**src/rtl/mult_share_if.sv**
```systemverilog
// Request/response bundle between the requesters, the arbiter and the downstream consumer.
// The arbiter takes the slave side; producers and the consumer sit on the master side.
interface mult_share_if #(
  parameter int N_REQ  = 4,
  parameter int DATA_W = 32,
  parameter int ID_W   = 2
);
  logic [N_REQ-1:0]        req_valid;
  logic [N_REQ-1:0]        req_ready;
  logic [N_REQ*DATA_W-1:0] req_data;
  logic                    rsp_valid;
  logic                    rsp_ready;
  logic [DATA_W-1:0]       rsp_data;
  logic [ID_W-1:0]         rsp_id;
  logic                    rsp_ovf;

  modport master (
    output req_valid, req_data, rsp_ready,
    input  req_ready, rsp_valid, rsp_data, rsp_id, rsp_ovf
  );

  modport slave (
    input  req_valid, req_data, rsp_ready,
    output req_ready, rsp_valid, rsp_data, rsp_id, rsp_ovf
  );
endinterface

```
**src/rtl/mult_share_arbiter.sv**
```systemverilog
// Round-robin arbiter sharing one external combinational doubling multiplier among
// N_REQ valid/ready requesters; results return on one tagged response stream.
module mult_share_arbiter #(
  parameter int N_REQ  = 4,
  parameter int DATA_W = 32,
  parameter int ID_W   = 2
) (
  input  logic              clk,
  input  logic              rst,
  mult_share_if.slave       bus,
  output logic [DATA_W-1:0] mult_in,
  input  logic [DATA_W-1:0] mult_out,
  output logic              busy,
  output logic [15:0]       done_cnt
);

  typedef enum logic [1:0] {IDLE, CALC, HOLD} state_t;

  state_t            state_reg;
  logic [ID_W-1:0]   rr_ptr_reg;
  logic [ID_W-1:0]   id_reg;
  logic [DATA_W-1:0] op_reg;
  logic              rsp_valid_reg;
  logic [DATA_W-1:0] rsp_data_reg;
  logic [ID_W-1:0]   rsp_id_reg;
  logic              rsp_ovf_reg;
  logic [15:0]       done_cnt_reg;

  logic [ID_W-1:0]   cand_idx [N_REQ];
  logic [DATA_W-1:0] op_arr   [N_REQ];
  logic [ID_W-1:0]   grant_idx;
  logic              grant_found;
  logic              accept;

  // cand_idx[k] is the k-th requester to look at, starting from rr_ptr
  genvar gi;
  generate
    for (gi = 0; gi < N_REQ; gi++) begin : g_req
      assign cand_idx[gi] = ID_W'((32'(rr_ptr_reg) + 32'(gi)) % 32'(N_REQ));
      assign op_arr[gi]   = bus.req_data[gi*DATA_W +: DATA_W];
      assign bus.req_ready[gi] = accept && (grant_idx == ID_W'(gi));
    end
  endgenerate

  // Scan from the far end so the closest valid requester to rr_ptr wins
  always_comb begin
    grant_found = 1'b0;
    grant_idx   = '0;
    for (int k = N_REQ - 1; k >= 0; k--) begin
      if (bus.req_valid[cand_idx[k]]) begin
        grant_found = 1'b1;
        grant_idx   = cand_idx[k];
      end
    end
  end

  assign accept = (state_reg == IDLE) && grant_found && !rst;

  always_ff @(posedge clk) begin
    if (rst) begin
      state_reg     <= IDLE;
      rr_ptr_reg    <= '0;
      id_reg        <= '0;
      op_reg        <= '0;
      rsp_valid_reg <= 1'b0;
      rsp_data_reg  <= '0;
      rsp_id_reg    <= '0;
      rsp_ovf_reg   <= 1'b0;
      done_cnt_reg  <= '0;
    end else begin
      case (state_reg)
        IDLE: begin
          if (accept) begin
            op_reg     <= op_arr[grant_idx];
            id_reg     <= grant_idx;
            rr_ptr_reg <= (grant_idx == ID_W'(N_REQ - 1)) ? '0 : grant_idx + ID_W'(1);
            state_reg  <= CALC;
          end
        end
        CALC: begin
          rsp_data_reg  <= mult_out;
          rsp_id_reg    <= id_reg;
          rsp_ovf_reg   <= op_reg[DATA_W-1];
          rsp_valid_reg <= 1'b1;
          state_reg     <= HOLD;
        end
        HOLD: begin
          // Only sampled here, so ready on the rising edge of rsp_valid never counts
          if (bus.rsp_ready) begin
            rsp_valid_reg <= 1'b0;
            done_cnt_reg  <= done_cnt_reg + 16'd1;
            state_reg     <= IDLE;
          end
        end
        default: state_reg <= IDLE;
      endcase
    end
  end

  assign mult_in       = op_reg;
  assign busy          = (state_reg != IDLE);
  assign done_cnt      = done_cnt_reg;
  assign bus.rsp_valid = rsp_valid_reg;
  assign bus.rsp_data  = rsp_data_reg;
  assign bus.rsp_id    = rsp_id_reg;
  assign bus.rsp_ovf   = rsp_ovf_reg;

endmodule

```
**src/flat_wrapper.sv**
```systemverilog
// flat-port wrapper written by rule: the top's interface ports become plain ports
module mult_share_arbiter_flat 
#(
  parameter int N_REQ  = 4,
  parameter int DATA_W = 32,
  parameter int ID_W   = 2
)
  (clk, rst, mult_in, mult_out, busy, done_cnt, bus_req_valid, bus_req_data, bus_rsp_ready, bus_req_ready, bus_rsp_valid, bus_rsp_data, bus_rsp_id, bus_rsp_ovf);
  mult_share_if #(.N_REQ(N_REQ), .DATA_W(DATA_W), .ID_W(ID_W)) bus_i ();
  input  logic clk;
  input  logic rst;
  output logic [DATA_W-1:0] mult_in;
  input  logic [DATA_W-1:0] mult_out;
  output logic busy;
  output logic [15:0] done_cnt;
  input wire logic [$bits(bus_i.req_valid)-1:0] bus_req_valid;
  input wire logic [$bits(bus_i.req_data)-1:0] bus_req_data;
  input wire logic [$bits(bus_i.rsp_ready)-1:0] bus_rsp_ready;
  output wire logic [$bits(bus_i.req_ready)-1:0] bus_req_ready;
  output wire logic [$bits(bus_i.rsp_valid)-1:0] bus_rsp_valid;
  output wire logic [$bits(bus_i.rsp_data)-1:0] bus_rsp_data;
  output wire logic [$bits(bus_i.rsp_id)-1:0] bus_rsp_id;
  output wire logic [$bits(bus_i.rsp_ovf)-1:0] bus_rsp_ovf;
  assign bus_i.req_valid = bus_req_valid;
  assign bus_i.req_data = bus_req_data;
  assign bus_i.rsp_ready = bus_rsp_ready;
  assign bus_req_ready = bus_i.req_ready;
  assign bus_rsp_valid = bus_i.rsp_valid;
  assign bus_rsp_data = bus_i.rsp_data;
  assign bus_rsp_id = bus_i.rsp_id;
  assign bus_rsp_ovf = bus_i.rsp_ovf;
  mult_share_arbiter #(.N_REQ(N_REQ), .DATA_W(DATA_W), .ID_W(ID_W)) u_core (.clk(clk), .rst(rst), .bus(bus_i), .mult_in(mult_in), .mult_out(mult_out), .busy(busy), .done_cnt(done_cnt));
endmodule
```
**config.mk**
```make
export PLATFORM = sky130hd
export DESIGN_NAME = mult_share_arbiter_flat
export DESIGN_NICKNAME = d
export VERILOG_FILES = /design/src/rtl/mult_share_if.sv /design/src/rtl/mult_share_arbiter.sv /design/src/flat_wrapper.sv
export SDC_FILE = /design/constraint.sdc
export NUM_CORES = 1
export LEC_CHECK = 0
export CORE_MARGIN = 4
export CORE_UTILIZATION = 40
export CTS_CLUSTER_DIAMETER = 150
export DETAILED_ROUTE_END_ITERATION = 16
export PLACE_DENSITY = 0.93
export SLEW_MARGIN = 40
export SYNTH_ARGS = -nofsm -noshare
export SYNTH_HDL_FRONTEND = slang
export SYNTH_SLANG_ARGS = --single-unit
export TNS_END_PERCENT = 1
```
**constraint.sdc**
```tcl
create_clock -name clk -period 6.8 [get_ports clk]
set_clock_uncertainty 0.15 [all_clocks]
set_input_delay 1.36 -clock clk [delete_from_list [all_inputs] [get_ports clk]]
set_output_delay 1.36 -clock clk [all_outputs]
set_load 0.01 [all_outputs]
```
==> run metrics <==
hold_buf cts 0; Hold Slack 306 ps; status complete, no violations; Yosys top cell area share 0.405; Tmin final 5550 ps; async set or reset register ratio after synthesis 0; GR Util met3 0.0668; Leakage 2.75 nW; CTS tree done; Register-to-Register Path Depth 6; flops & latches, synth 90; Routed Antenna Nets 0; final setup vio count 0; Synth top cells by count dfxtp_1, nand2_1, a21oi_1; Slowest-stage cell, CP clkdlybuf4s50_1; critical-path cell list clkdlybuf4s50_1 > nor2b_1 > or4_4 > nand2_8 > inv_6 > ha_1 > and2_1 > clkdlybuf4s50_1; Worst Hold Path EP u_core.bus.rsp_id[1]; Die Y 113 µm; final worst-path cycle share 0.816; antenna violations before repair 0; clock tree sinks 90; Post-Synthesis Cells 508; crit-path max FO 33; met1 Resource Use GR 0.255; post-synthesis mux area share 0.112; Critical Path AT 4040 ps; Compound-Gate Fraction of Synth Area 0.204; max_slew headroom 0.570; Remaining DRCs 0; top_reg_cell synth dfxtp_1; I/O Pins 256; Critical R2R Launch u_core.rr_ptr_reg[0]; Die Width 113 µm; via count 4801; Initial Util 0.410; total grt overflow 0; FP Rows 38; Syn Std Cell Area 4450 µm²; Most Crowded Layer GR met2; Synth cell types 43; reg2reg end u_core.mult_in[16]; Total GRT Usage 0.231; xor/xnor cell area share of the yosys netlist 0.0276; Num CTS Buffers 9; HP Class register to register; core area 10800 µm²; Buf+Inv Stages, Crit Path 3; TritonRoute pass-1 iters 5; CP peak stage delay 550 ps; setup_tns 0 ps; WL/cell 17.6 µm; largest net degree at the start of global routing 60; Post-CTS Resized 0; vias in the first global route 5031; share of layout cells above drive strength 1 0.0916; Post-synth EDFFs 0; die area 12900 µm²; routed wire length 15500 µm; Synth area leaders dfxtp_1, mux2_4, a21oi_1; biggest area consumer among synthesized cells dfxtp_1; worst slew pin tran 645 ps; Port Buffers 255; Critical Path RT 5290 ps; max frequency 180 MHz; cell with the most instances on the worst path clkdlybuf4s50_1; Worst-path clk slew 100 ps; max cap viols 0; antenna cells 0; mean post-synth cell area 8.75 µm²; post-synthesis simple-gate area fraction 0.183; Max Root-Sink Buffers 2; min-delay src u_core.id_reg[1]; crit path launch type input pin; count leader, synth dfxtp_1; Skew-Pair Late Insertion Delay 360 ps; WS Path Type input pin to output pin; Peak VDD IR 122 µV; Adder-Cell Fraction of Synth Area 0.0141; main combinational cell family by area after synthesis compound AO/OA/AOI/OAI gates; clock root buffer clkbuf_8; net count after synthesis 680; met2 Usage GRT 0.413; RSZ-0062 raised after global routing no; Final Max Slew Viols 0; buffer count from post-CTS setup fixing 0; Hold Violations, Final 0; Layout Nets 909; DR vias/cell 5.44; DP HPWL 12000 µm; 1st-iter DRT viols 399; Area growth, synth to finish 62.6%; Critical Path Sink Type output pin; worst hold path cell count 2; reg-to-reg setup timing slack 4250 ps; Seq/Total Area, Yosys 0.405; Final GP Congestion 0.910; filler cell count 848; first-pass GRT wire length 24000 µm; CP delay by family, top buffers and inverters; pwr/cell area 215 nW/µm²; htree depth 3; Syn. warnings 0
-- worst register-to-register path, stage by stage, from the launching register on --
cell,delay (ps)
dfxtp_1,430
nor2b_4,80
or4_4,750
nand2_8,190
inv_6,150
mux2_4,370
a221o_1,340
-- power by group --
part	total, mW	internal, mW	switching [mW]
registers	0.629	0.589	0.0402
logic	0.573	0.320	0.253
clock network	0.355	0.142	0.213
-- layout by cell type (no fill, tap or decap), types with 10 or more instances in the layout --
cell type / count
o21ai_0: 34
a21oi_1: 69
nand2_1: 74
xor2_1: 10
dfxtp_1: 90
nand3_1: 42
clkdlybuf4s50_1: 254
mux2_4: 29
a221o_1: 31
nor2_1: 28
-- area by class of cell --
type,count,area [µm²],share of cell area
multi-input cells,371,2440,0.338
clock inverters,7,70.1,0.00969
flip-flops and latches,90,1800,0.249
well taps,140,175,0.0242
repair buffers,262,2600,0.360
clock buffers,9,124,0.0171
inverters,3,16.3,0.00225
-- stage by stage --
step / worst slack [ps] / cells / utilization / area [µm²] / total power, mW
after CTS: 1260 / 882 / 0.666 / 7220 / 1.56
after global routing: 1070 / 882 / 0.667 / 7230 / 1.64
final: 1250 / 882 / 0.667 / 7230 / 1.56
after floorplan: 2570 / 508 / - / 4450 / 0.945
after detailed placement: 1250 / 866 / 0.648 / 7030 / 1.21
after global placement: 1320 / 865 / 0.647 / 7020 / 1.19
-- layer usage --
layer	wire, µm	part of all wire
met5	0	0
met3	1370	0.089
met2	7710	0.50
met4	425	0.027
met1	5980	0.39
-- logic make-up after synthesis --
group | Yosys count
DFF | 90
AOI/OAI and AO/OA | 143
and+or+nand+nor | 174
buffers and inverters | 47
xor gates and xnor gates | 14
adders and majority gates | 5
muxes | 35
-- worst max path at each step --
| stage | startpoint | endpoint | slack [ps] | cells past startpoint |
|---|---|---|---|---|
| after floorplan | bus_req_valid[0] | bus_req_ready[0] | 2570 | 8 |
| after global placement | bus_req_valid[0] | bus_req_ready[0] | 1320 | 8 |
| after detailed placement | bus_req_valid[0] | bus_req_ready[0] | 1250 | 8 |
| after CTS | bus_req_valid[0] | bus_req_ready[0] | 1260 | 8 |
| after global routing | bus_req_valid[2] | bus_req_ready[0] | 1070 | 8 |
| final | bus_req_valid[2] | bus_req_ready[0] | 1250 | 8 |
Power figures use the tool's default switching activity.
